## src/rtl/tm1637_tx.sv

```systemverilog
// -----------------------------------------------------------------------------
// tm1637_tx
// Byte-level serial transmitter for the TM1637 LED driver. A byte is taken
// over a valid/ready handshake and sent as: start condition (only when the
// bus is idle), 8 data bits LSB first, an ACK clock, then an optional stop.
// If the stop is withheld, the bus is parked (CLK=0, DIO=0) until the next
// byte arrives, which continues the same transaction without a new start.
//
// Parameters:
//   HALF_PERIOD  clk_50M cycles per bus phase (minimum 2, default 250)
//
// Ports:
//   clk_50M        in   system clock
//   rst_n          in   asynchronous active-low reset
//   in_data[7:0]   in   byte to send
//   in_start       in   request start (start is implied from idle, so unused)
//   in_stop        in   follow the byte with a stop condition
//   in_valid       in   byte offered
//   in_ready       out  byte can be accepted this cycle (IDLE or HOLD)
//   tm1637_clk     out  bus clock (registered)
//   tm1637_dio     out  bus data, 1 = released (registered)
//   tm1637_dio_in  in   sampled bus data for the ACK bit
//   busy           out  transaction in progress
//   done           out  one-cycle pulse in the last cycle of each ACK phase
//   ack_err        out  NACK status of the last byte, updated with done
//
// Build option:
//   TM1637_ACK_CHECK_EN  when defined, ack_err samples tm1637_dio_in at done;
//                        otherwise ack_err is tied low.
// -----------------------------------------------------------------------------
module tm1637_tx #(
    parameter int HALF_PERIOD = 250
) (
    input  logic       clk_50M,
    input  logic       rst_n,
    input  logic [7:0] in_data,
    input  logic       in_start,
    input  logic       in_stop,
    input  logic       in_valid,
    output logic       in_ready,
    output logic       tm1637_clk,
    output logic       tm1637_dio,
    input  logic       tm1637_dio_in,
    output logic       busy,
    output logic       done,
    output logic       ack_err
);

    // state    | meaning
    // ---------+---------------------------------------------------
    // IDLE     | bus released (CLK=1, DIO=1), waiting for a byte
    // START    | start condition: DIO low while CLK high
    // BIT_LO   | CLK low, DIO = current data bit
    // BIT_HI   | CLK high, DIO held; shift after the phase
    // ACK_LO   | CLK low, DIO released for the slave ACK
    // ACK_HI   | CLK high, ACK sampled / done in the last cycle
    // HOLD     | bus parked (CLK=0, DIO=0) between bytes, no stop
    // STOP_A   | CLK low, DIO low
    // STOP_B   | CLK high, DIO low
    // STOP_C   | CLK high, DIO high (stop), then IDLE
    localparam logic [3:0] S_IDLE   = 4'd0;
    localparam logic [3:0] S_START  = 4'd1;
    localparam logic [3:0] S_BIT_LO = 4'd2;
    localparam logic [3:0] S_BIT_HI = 4'd3;
    localparam logic [3:0] S_ACK_LO = 4'd4;
    localparam logic [3:0] S_ACK_HI = 4'd5;
    localparam logic [3:0] S_HOLD   = 4'd6;
    localparam logic [3:0] S_STOP_A = 4'd7;
    localparam logic [3:0] S_STOP_B = 4'd8;
    localparam logic [3:0] S_STOP_C = 4'd9;

    localparam int              CW      = (HALF_PERIOD > 1) ? $clog2(HALF_PERIOD) : 1;
    localparam logic [CW-1:0]   PH_LAST = CW'(HALF_PERIOD - 1);

    logic [3:0]    state_q, state_d;
    logic [CW-1:0] cnt_q, cnt_d;
    logic [2:0]    bit_q, bit_d;
    logic [7:0]    shift_q, shift_d;
    logic          stop_q, stop_d;
    logic          clk_q, clk_d;
    logic          dio_q, dio_d;

    logic timed;
    logic phase_end;
    logic accept;

    // Start is generated from IDLE unconditionally and never from HOLD,
    // so the start request carries no information here.
    logic unused_in_start;
    assign unused_in_start = in_start;

    assign in_ready  = (state_q == S_IDLE) || (state_q == S_HOLD);
    assign busy      = (state_q != S_IDLE);
    assign accept    = in_valid && in_ready;
    assign timed     = (state_q != S_IDLE) && (state_q != S_HOLD);
    assign phase_end = timed && (cnt_q == PH_LAST);
    assign done      = (state_q == S_ACK_HI) && phase_end;

    always_comb begin
        state_d = state_q;
        cnt_d   = cnt_q;
        bit_d   = bit_q;
        shift_d = shift_q;
        stop_d  = stop_q;

        if (timed) begin
            cnt_d = phase_end ? '0 : cnt_q + 1'b1;
        end

        case (state_q)
            S_IDLE: begin
                if (accept) begin
                    state_d = S_START;
                    shift_d = in_data;
                    stop_d  = in_stop;
                    bit_d   = '0;
                end
            end
            S_HOLD: begin
                if (accept) begin
                    state_d = S_BIT_LO;
                    shift_d = in_data;
                    stop_d  = in_stop;
                    bit_d   = '0;
                end
            end
            S_START: begin
                if (phase_end) state_d = S_BIT_LO;
            end
            S_BIT_LO: begin
                if (phase_end) state_d = S_BIT_HI;
            end
            S_BIT_HI: begin
                if (phase_end) begin
                    shift_d = {1'b0, shift_q[7:1]};
                    if (bit_q == 3'd7) begin
                        bit_d   = '0;
                        state_d = S_ACK_LO;
                    end else begin
                        bit_d   = bit_q + 3'd1;
                        state_d = S_BIT_LO;
                    end
                end
            end
            S_ACK_LO: begin
                if (phase_end) state_d = S_ACK_HI;
            end
            S_ACK_HI: begin
                if (phase_end) state_d = stop_q ? S_STOP_A : S_HOLD;
            end
            S_STOP_A: begin
                if (phase_end) state_d = S_STOP_B;
            end
            S_STOP_B: begin
                if (phase_end) state_d = S_STOP_C;
            end
            S_STOP_C: begin
                if (phase_end) state_d = S_IDLE;
            end
            default: begin
                state_d = S_IDLE;
                cnt_d   = '0;
            end
        endcase
    end

    // Pin levels are a function of the current state and are registered,
    // so the bus lags the state by one cycle without changing phase lengths.
    always_comb begin
        clk_d = 1'b1;
        dio_d = 1'b1;
        case (state_q)
            S_START: begin
                dio_d = 1'b0;
            end
            S_BIT_LO: begin
                clk_d = 1'b0;
                dio_d = shift_q[0];
            end
            S_BIT_HI: begin
                dio_d = shift_q[0];
            end
            S_ACK_LO: begin
                clk_d = 1'b0;
            end
            S_HOLD, S_STOP_A: begin
                clk_d = 1'b0;
                dio_d = 1'b0;
            end
            S_STOP_B: begin
                dio_d = 1'b0;
            end
            default: begin
                clk_d = 1'b1;
                dio_d = 1'b1;
            end
        endcase
    end

    always_ff @(posedge clk_50M or negedge rst_n) begin
        if (!rst_n) begin
            state_q <= S_IDLE;
            cnt_q   <= '0;
            bit_q   <= '0;
            shift_q <= '0;
            stop_q  <= 1'b0;
            clk_q   <= 1'b1;
            dio_q   <= 1'b1;
        end else begin
            state_q <= state_d;
            cnt_q   <= cnt_d;
            bit_q   <= bit_d;
            shift_q <= shift_d;
            stop_q  <= stop_d;
            clk_q   <= clk_d;
            dio_q   <= dio_d;
        end
    end

    assign tm1637_clk = clk_q;
    assign tm1637_dio = dio_q;

`ifdef TM1637_ACK_CHECK_EN
    logic ack_err_q;

    always_ff @(posedge clk_50M or negedge rst_n) begin
        if (!rst_n) begin
            ack_err_q <= 1'b0;
        end else if (done) begin
            ack_err_q <= tm1637_dio_in;
        end
    end

    assign ack_err = ack_err_q;
`else
    logic unused_dio_in;
    assign unused_dio_in = tm1637_dio_in;
    assign ack_err       = 1'b0;
`endif

endmodule

```

## config.mk

```make
export PLATFORM = sky130hd
export DESIGN_NAME = tm1637_tx
export DESIGN_NICKNAME = d
export VERILOG_FILES = /design/src/rtl/tm1637_tx.sv
export SDC_FILE = /design/constraint.sdc
export NUM_CORES = 1
export LEC_CHECK = 0
export ABC_AREA = 1
export BUFFER_PORTS_ARGS = -buffer_cell sky130_fd_sc_hd__buf_4
export CAP_MARGIN = 10
export CORE_AREA = 4 4 70 72
export CTS_CLUSTER_DIAMETER = 80
export DETAILED_ROUTE_END_ITERATION = 16
export DIE_AREA = 0 0 74 76
export PLACE_DENSITY = 0.54
export SYNTH_ARGS = -nofsm -noshare
export SYNTH_HDL_FRONTEND = slang
export SYNTH_SLANG_ARGS = --single-unit
```

## constraint.sdc

```tcl
create_clock -name clk_50M -period 2.4 [get_ports clk_50M]
set_input_delay 0.36 -clock clk_50M [delete_from_list [all_inputs] [get_ports clk_50M]]
set_output_delay 0.36 -clock clk_50M [all_outputs]
set_load 0.05 [all_outputs]
```

==> results of run 1 <==
-- synthesized netlist by cell type (all sizes together) --
master,n
ha,4
nand3b,2
nand4,4
conb,1
buf,9
o21bai,1
nor2,16
dfstp,2
o21ai,9
xor2,1
nand2,88
inv,21
nand3,31
a21oi,2
nor3,2
o22ai,1
dfrtp,24
-- cell families after synthesis --
| logic type | count (synthesis) | synth area share |
|---|---|---|
| other cells | 1 | 0.00238 |
| compound gates | 13 | 0.0436 |
| flops | 26 | 0.414 |
| simple gates | 143 | 0.408 |
| buf+inv | 30 | 0.0952 |
| xor+xnor | 1 | 0.00555 |
| fa+ha+maj | 4 | 0.0317 |
-- path summary, 6_finish.rpt --
check                                          to                    from  slack, ns  cells after the start
setup / recovery                             done  state_q[1]$_DFFE_PN0P_       0.32                      7
hold / removal                 stop_q$_DFFE_PN0P_                 in_stop       0.30                      3
setup reg to reg           shift_q[3]$_DFFE_PN0P_  state_q[0]$_DFFE_PN0P_       0.71                      8
hold reg to reg            shift_q[5]$_DFFE_PN0P_  shift_q[5]$_DFFE_PN0P_       0.51                      2
max in group asynchronous    tm1637_dio$_DFF_PN1_                   rst_n       1.57                      2
min in group asynchronous    cnt_q[7]$_DFFE_PN0P_                   rst_n       0.52                      2
-- metrics by stage --
step | area [um^2] | hold WS, ns | power, mW
floorplan | 1580 | 0.0644 | 1.56
global placement | 1700 | 0.300 | 1.73
detailed placement | 1700 | 0.297 | 1.74
CTS | 1760 | 0.302 | 2.03
global route | 1760 | 0.322 | 2.21
finish | 1760 | 0.301 | 2.01
-- worst reg2reg max path: cells and delay by family, from the launching register on --
family	cells	cell delay [ns]
buffers and inverters	2	0.26
DFF	1	0.52
and+or+nand+nor	6	0.84
-- registers in the layout (all words and copies together) (netlist names) --
register    count
stop_q          1
state_q         4
tm1637_clk      1
tm1637_dio      1
bit_q           3
cnt_q           8
shift_q         8
-- power by group --
group / switching [mW] / internal [mW]
clock network: 0.140 / 0.147
logic: 0.632 / 0.317
registers: 0.152 / 0.622
total: 0.924 / 1.08
-- layer usage --
metal,vias up,wire length (um)
met4,0,25
met1,614,1700
met3,2,107
met2,21,1390
li1,715,-
met5,-,0
-- final cells by class --
class / count / area (um^2) / share of cell area
clock buffer: 4 / 55.1 / 0.0312
inverter: 21 / 78.8 / 0.0447
multi-input combinational: 162 / 774 / 0.439
sequential: 26 / 653 / 0.370
tap: 52 / 65.1 / 0.0369
timing repair buffer: 18 / 138 / 0.0780
==> impl_metrics.yaml, run 1 <==
critical_path:
  required_ns: 2.04
  crit_buf_inv: 2
  cp_max_fo: 13
  start_kind: "flop"
  cpPeakStageDelay_ns: 0.49
  cpMaxStageDelayCell: "dfrtp_1"
  path_delay_family: "simple AND/OR/NAND/NOR gates"
  crit_chain: "inv_2, nand2_2, nand2_2, nand2_2, nand2_2, nor2_1, buf_4"
  crit_path_end_kind: "output port"
  worstPathArrival_ns: 1.72
  crit_type: "flop to output port"
  path_common_cell: "nand2_2"
synth:
  synth_area_leaders: "dfrtp_1 (38%), nand2_1 (19%), nand3_1 (9.2%), inv_1 (4.0%), dfstp_2 (3.3%)"
  syn_inst: 218
  ys_types: 25
  syn-num-nets: 236
  yosysTopAreaCell: "dfrtp_1"
  syn_area_per_cell_um2: 7.24
  synth_seq_area_share: 0.414
  ys_seq_elements: 26
  synth_top_area_share: 0.381
  synthesis.area_um2: 1580
  ys_warn_count: 0
layout:
  drive_gt1_frac: 0.173
  diodes: 0
  area_growth_pct: 11.8
  utilization: 0.411
  layout_common_cells: "nand2_1 (80), nand3_1 (29), dfrtp_1 (24), inv_1 (17), buf_4 (17)"
  nets: 250
  fin_cells: 283
  final_common_cell: "nand2_1"
  fill_cells: 470
clock_tree:
  clockBufferDepth: 2
  ctsResizeCount: 0
  clkLatencyLatePin_ns: 0.27
  post_cts.repair.setup_buffers: 0
  hold_buffers: 1
  root_buffer: "clkbuf_8"
  cts_made_buffers: 3
  cts_tree: "done"
  htreeDepth: 1
  clk_pin_slew_ns: 0.10
  clock-sinks: 26
sta:
  setup_tns_ns: 0
  post-route-period-util: 0.868
  rsz0062_at_grt: "no"
  hold_violations: 0
  slew_violations: 0
  max_freq_mhz: 480
  fin_ws_ns: 0.316
  setup_viol: 0
  finalCriticalPeriod_ns: 2.08
  fin_skew_ns: 0.00751
placement:
  routabilityCongestion: 0.830
  dp_hpwl_um: 2370
  port_buffers: 16
  pre_cts_slack_ns: 0.611
  placed_cells: 278
floorplan:
  start_util: 0.367
  core-area_um2: 4290
  die-width_um: 74
  fp-row-count: 24
  dieArea_um2: 5620
  die_y_um: 76
  io_pins: 20
routing:
  dr_total_vias: 1352
  wl_um: 3220
  dr.pass1.iters: 4
  wl_per_cell_um: 11.4
  via_per_inst: 4.78
  ant_nets: 0
  drc: 0
  drt_iter0_drc: 72
grt:
  grtUsageMet2: 0.184
  grt_util_met3: 0.0145
  grt_pass1_wl_um: 5750
  grt_max_degree: 27
  antenna_found_initial: 0
  grt_util_met1: 0.190
  grt.total_usage: 0.125
  grt_pass1_vias: 1260
  grt-ovfl-total: 0
  top_usage_layer: "met1"
power_and_ir_drop:
  p_leak_nw: 0.967
  peakVddDrop_v: 0.000427
  power_density_nw_per_um2: 1140
status:
  status: "complete, no violations"
job:
  cap_violations: 0
min_path:
  hold_class: "input pin to flop"
No activity file was read; power rests on OpenSTA's default activity.
==> run 2, diff against run 1 <==
- RECOVER_POWER: unset -> 100
==> run 2 against run 1 <==
Clock skew is essentially flat. Fmax grew 0.19%. Global-route usage is the same. Wire length shrank 0.59%. Critical path depth is the same. Utilization shrank 0.96 points. Total power shrank 2.7%. Register-to-register slack lost 0.30 ns. Highest routed layer unchanged.
==> impl_metrics.yaml, run 2 (same netlist as run 1, synthesis figures left out) <==
grt:
  grtUsageMet2: 0.184
  grt_util_met3: 0.0145
  grt_pass1_vias: 1260
  antenna_found_initial: 0
  grt_util_met1: 0.190
  grt.total_usage: 0.125
  grt_pass1_wl_um: 5750
  grt-ovfl-total: 0
  grt_max_degree: 27
  top_usage_layer: "met1"
routing:
  via_per_inst: 4.75
  wl_per_cell_um: 11.3
  drc: 0
  ant_nets: 0
  dr_total_vias: 1345
  drt_iter0_drc: 85
  dr.pass1.iters: 4
  wl_um: 3200
clock_tree:
  hold_buffers: 1
  cts_made_buffers: 3
  cts_tree: "done"
  clock-sinks: 26
  root_buffer: "clkbuf_8"
  clk_pin_slew_ns: 0.10
  ctsResizeCount: 0
  clockBufferDepth: 2
  htreeDepth: 1
  post_cts.repair.setup_buffers: 0
  clkLatencyLatePin_ns: 0.27
layout:
  nets: 250
  drive_gt1_frac: 0.130
  final_common_cell: "nand2_1"
  layout_common_cells: "nand2_1 (83), nand3_1 (31), dfrtp_1 (24), inv_1 (17), nor2_1 (15)"
  fill_cells: 479
  largestRegisters: "cnt_q: 8 flops, shift_q: 8 flops, state_q: 4 flops"
  area_growth_pct: 9.20
  diodes: 0
placement:
  routabilityCongestion: 0.830
  pre_cts_slack_ns: 0.611
  port_buffers: 16
  dp_hpwl_um: 2370
power_and_ir_drop:
  power_density_nw_per_um2: 1130
  switchingPower_mw: 0.906
  p_leak_nw: 0.950
  seqPwrFrac: 0.395
  intPower_mw: 1.05
  comb_power_share: 0.458
  p_clk_frac: 0.147
  p_sw_frac: 0.463
  peakVddDrop_v: 0.000424
critical_path:
  worstPathArrival_ns: 1.72
  cpMaxStageDelayCell: "dfrtp_1"
  rrSetupSlack_ns: 0.41
  crit_chain: "inv_2, nand2_2, nand2_1, nand2_2, nand2_2, nor2_1, buf_4"
  required_ns: 2.04
  path_common_cell: "nand2_2"
  start_kind: "flop"
  cpPeakStageDelay_ns: 0.49
  crit_type: "flop to output port"
  crit_path_end_kind: "output port"
  cp_max_fo: 13
floorplan:
  core-area_um2: 4290
  io_pins: 20
  die_y_um: 76
  fp-row-count: 24
  die-width_um: 74
  dieArea_um2: 5620
  start_util: 0.367
status:
  status: "complete, no violations"
sta:
  setup_tns_ns: 0
  worst-slew-pin-transition_ns: 1.41
  setup_viol: 0
  max_freq_mhz: 481
  rsz0062_at_grt: "no"
  fin_ws_ns: 0.320
  finalCriticalPeriod_ns: 2.08
  slew_headroom: 0.0610
  slew_violations: 0
  post-route-period-util: 0.867
  hold_violations: 0
  fin_skew_ns: 0.00703
job:
  cap_violations: 0
min_path:
  hold_class: "input pin to flop"
[run 2: critical path, delay by kind of cell (launching register included)]
| family | cells | cell delay [ns] |
|---|---|---|
| AND/OR/NAND/NOR | 5 | 0.67 |
| buffers and inverters | 2 | 0.29 |
| flip-flops | 1 | 0.49 |
[run 2: routing by layer]
| metal | vias up | wire length [um] |
|---|---|---|
| met5 | - | 0 |
| met4 | 0 | 25 |
| met3 | 2 | 107 |
| met2 | 19 | 1400 |
| met1 | 612 | 1670 |
| li1 | 712 | - |
[run 2: worst paths after layout]
check                           depth (start not counted)                      to              startpoint
worst max-delay path                                    7                    done  state_q[1]$_DFFE_PN0P_
worst min-delay path                                    3      stop_q$_DFFE_PN0P_                 in_stop
worst max register to register                          7  shift_q[5]$_DFFE_PN0P_  state_q[3]$_DFFE_PN0P_
worst min register to register                          2  shift_q[5]$_DFFE_PN0P_  shift_q[5]$_DFFE_PN0P_
max in group asynchronous                               2    bit_q[2]$_DFFE_PN0P_                   rst_n
min in group asynchronous                               2    cnt_q[7]$_DFFE_PN0P_                   rst_n
[run 2: area by class of cell]
class	instances	area, um^2	share of cell area
Timing Repair Buffer	18	124	0.0719
Inverter	21	78.8	0.0458
Tap cell	52	65.1	0.0378
Sequential cell	26	653	0.379
Multi-Input combinational cell	162	747	0.434
Clock buffer	4	55.1	0.0320
[run 2: power by group through the flow]
| stage | Combinational (mW) | Sequential [mW] | Clock, mW |
|---|---|---|---|
| 4_1_cts | 0.961 | 0.773 | 0.300 |
| 2_1_floorplan | 0.771 | 0.786 | 0 |
| 5_1_grt | 1.04 | 0.803 | 0.321 |
| 6_report | 0.894 | 0.773 | 0.287 |
| 3_3_place_gp | 0.951 | 0.782 | 0 |
| 3_5_place_dp | 0.960 | 0.780 | 0 |
[run 2: per-stage QoR]
step / cells / hold WS [ns] / utilization / area (um^2) / power, mW
2_1_floorplan: 218 / 0.0644 / - / 1580 / 1.56
3_3_place_gp: 278 / 0.300 / 0.396 / 1700 / 1.73
3_5_place_dp: 278 / 0.297 / 0.396 / 1700 / 1.74
4_1_cts: 283 / 0.302 / 0.411 / 1760 / 2.03
5_1_grt: 283 / 0.322 / 0.401 / 1720 / 2.16
6_report: 283 / 0.302 / 0.401 / 1720 / 1.95
==> run 3, diff against run 2 <==
- BUFFER_PORTS_ARGS: -buffer_cell sky130_fd_sc_hd__buf_4 -> unset
- DONT_BUFFER_PORTS: unset -> 1
- PLACE_DENSITY: 0.54 -> 0.5
==> run 3 against run 2 <==
Clock skew is 0.0020 ns lower. Sequential power is 7.9% higher. First-iteration DRC count up 15%. Sequential cell count unchanged. Register-to-register slack got worse by 0.10 ns. Critical path depth up 1. Non-clock buffer count is 14 lower. Global-route usage is 0.17 points higher. Die area is the same. Largest power group is now registers. Highest routed layer unchanged.
==> impl_metrics.yaml, run 3 (same netlist as run 1, synthesis figures left out) <==
critical_path:
  worstPathArrival_ns: 2.31
  crit_path_end_kind: "flop"
  required_ns: 2.62
  start_kind: "flop"
  cp_max_fo: 13
  crit_type: "flop to flop"
  cp-startpoint: "state_q[2]$_DFFE_PN0P_"
  r2r-start: "state_q[2]$_DFFE_PN0P_"
floorplan:
  core-area_um2: 4290
  die-width_um: 74
  fp-row-count: 24
  dieArea_um2: 5620
  io_pins: 20
  die_y_um: 76
  start_util: 0.367
layout:
  largestRegisters: "cnt_q: 8 flops, shift_q: 8 flops, state_q: 4 flops"
  final_common_cell: "nand2_1"
  drive_gt1_frac: 0.0737
  nets: 236
  utilization: 0.384
  layout_common_cells: "nand2_1 (83), nand3_1 (30), dfrtp_1 (24), inv_1 (18), nor2_1 (14)"
  area_growth_pct: 4.44
  fill_cells: 473
  diodes: 0
  fin_cells: 269
sta:
  finalCriticalPeriod_ns: 2.09
  hold_violations: 0
  slew_violations: 0
  worst-slew-pin-transition_ns: 1.43
  post-route-period-util: 0.871
  setup_viol: 0
  setup_tns_ns: 0
  slew_headroom: 0.0480
  max_freq_mhz: 478
  fin_skew_ns: 0.00503
  rsz0062_at_grt: "no"
routing:
  ant_nets: 0
  dr_total_vias: 1311
  via_per_inst: 4.87
  wl_per_cell_um: 12.2
  dr.pass1.iters: 4
  drt_iter0_drc: 98
  drc: 0
  wl_um: 3280
grt:
  grt_pass1_wl_um: 5730
  antenna_found_initial: 0
  grt_pass1_vias: 1165
  grt_max_degree: 27
  grt.total_usage: 0.127
  grt-ovfl-total: 0
placement:
  placed_cells: 263
  port_buffers: 0
  dp_hpwl_um: 2310
  routabilityCongestion: 0.841
clock_tree:
  clockBufferDepth: 2
  clk_pin_slew_ns: 0.09
  cts_tree: "done"
  ctsResizeCount: 0
  cts_made_buffers: 3
  htreeDepth: 1
  clock-sinks: 26
  root_buffer: "clkbuf_8"
  clkLatencyLatePin_ns: 0.27
power_and_ir_drop:
  p_leak_nw: 0.894
  peakVddDrop_v: 0.000542
  power_density_nw_per_um2: 1210
  power_mw: 1.99
status:
  status: "complete, no violations"
min_path:
  hp-start: "in_stop"
  hold_class: "input pin to flop"
job:
  cap_violations: 0
run 3: changes by cell type in the layout (fill, tap and decap cells not counted), sizes merged:
cell    delta
buf       -12
clkbuf     -3
bufinv     +1
run 3: layer usage:
metal  vias up  wire (um)  share of wire  global-route usage
li1        684          -              -                   -
met1       595       1740           0.53               0.197
met2        30       1350           0.41               0.180
met3         2        166          0.051              0.0290
met4         0         25         0.0076              0.0217
met5         -          0              0                   0
run 3: power by group:
group          internal, mW  switching [mW]
Combinational         0.242           0.548
Sequential            0.619           0.215
Clock                 0.223           0.141
run 3: timing repair:
action	CTS	global route
buffers inserted	0	0
hold endpoints to repair	26	0
hold buffers	2	0
run 3: stage by stage:
stage	setup slack [ns]	hold slack, ns	area, um^2
3_5_place_dp	0.432	0.0653	1590
6_report	0.309	0.214	1650
4_1_cts	0.299	0.206	1690
3_3_place_gp	0.480	0.0653	1590
2_1_floorplan	0.432	0.0644	1580
5_1_grt	0.0620	0.253	1650
run 3: worst max-delay path, cell delays in order, from the launching register on:
cell and delay [ns]:
dfrtp_1 0.44, inv_1 0.11, nor2_1 0.17, nand2_1 0.08
nand2_1 0.53, nand2_4 0.25, nand2_1 0.31, nand2_1 0.09
nand2_1 0.07
run 3: cell type report:
class | instances | area (um^2) | share of cell area
flip-flops and latches | 26 | 653 | 0.396
clock buffers | 3 | 41.3 | 0.0251
well taps | 52 | 65.1 | 0.0395
repair buffers | 4 | 25.0 | 0.0152
clock inverters | 1 | 30.0 | 0.0182
inverters | 21 | 78.8 | 0.0478
multi-input cells | 162 | 754 | 0.458
run 3: final timing paths:
| path | depth (start not counted) | slack, ns | end |
|---|---|---|---|
| max | 8 | 0.31 | shift_q[1]$_DFFE_PN0P_ |
| min | 2 | 0.21 | stop_q$_DFFE_PN0P_ |
| max reg2reg | 8 | 0.31 | shift_q[1]$_DFFE_PN0P_ |
| min reg2reg | 2 | 0.51 | shift_q[2]$_DFFE_PN0P_ |
| max in group asynchronous | 2 | 0.59 | state_q[2]$_DFFE_PN0P_ |
| min in group asynchronous | 2 | 0.98 | bit_q[2]$_DFFE_PN0P_ |
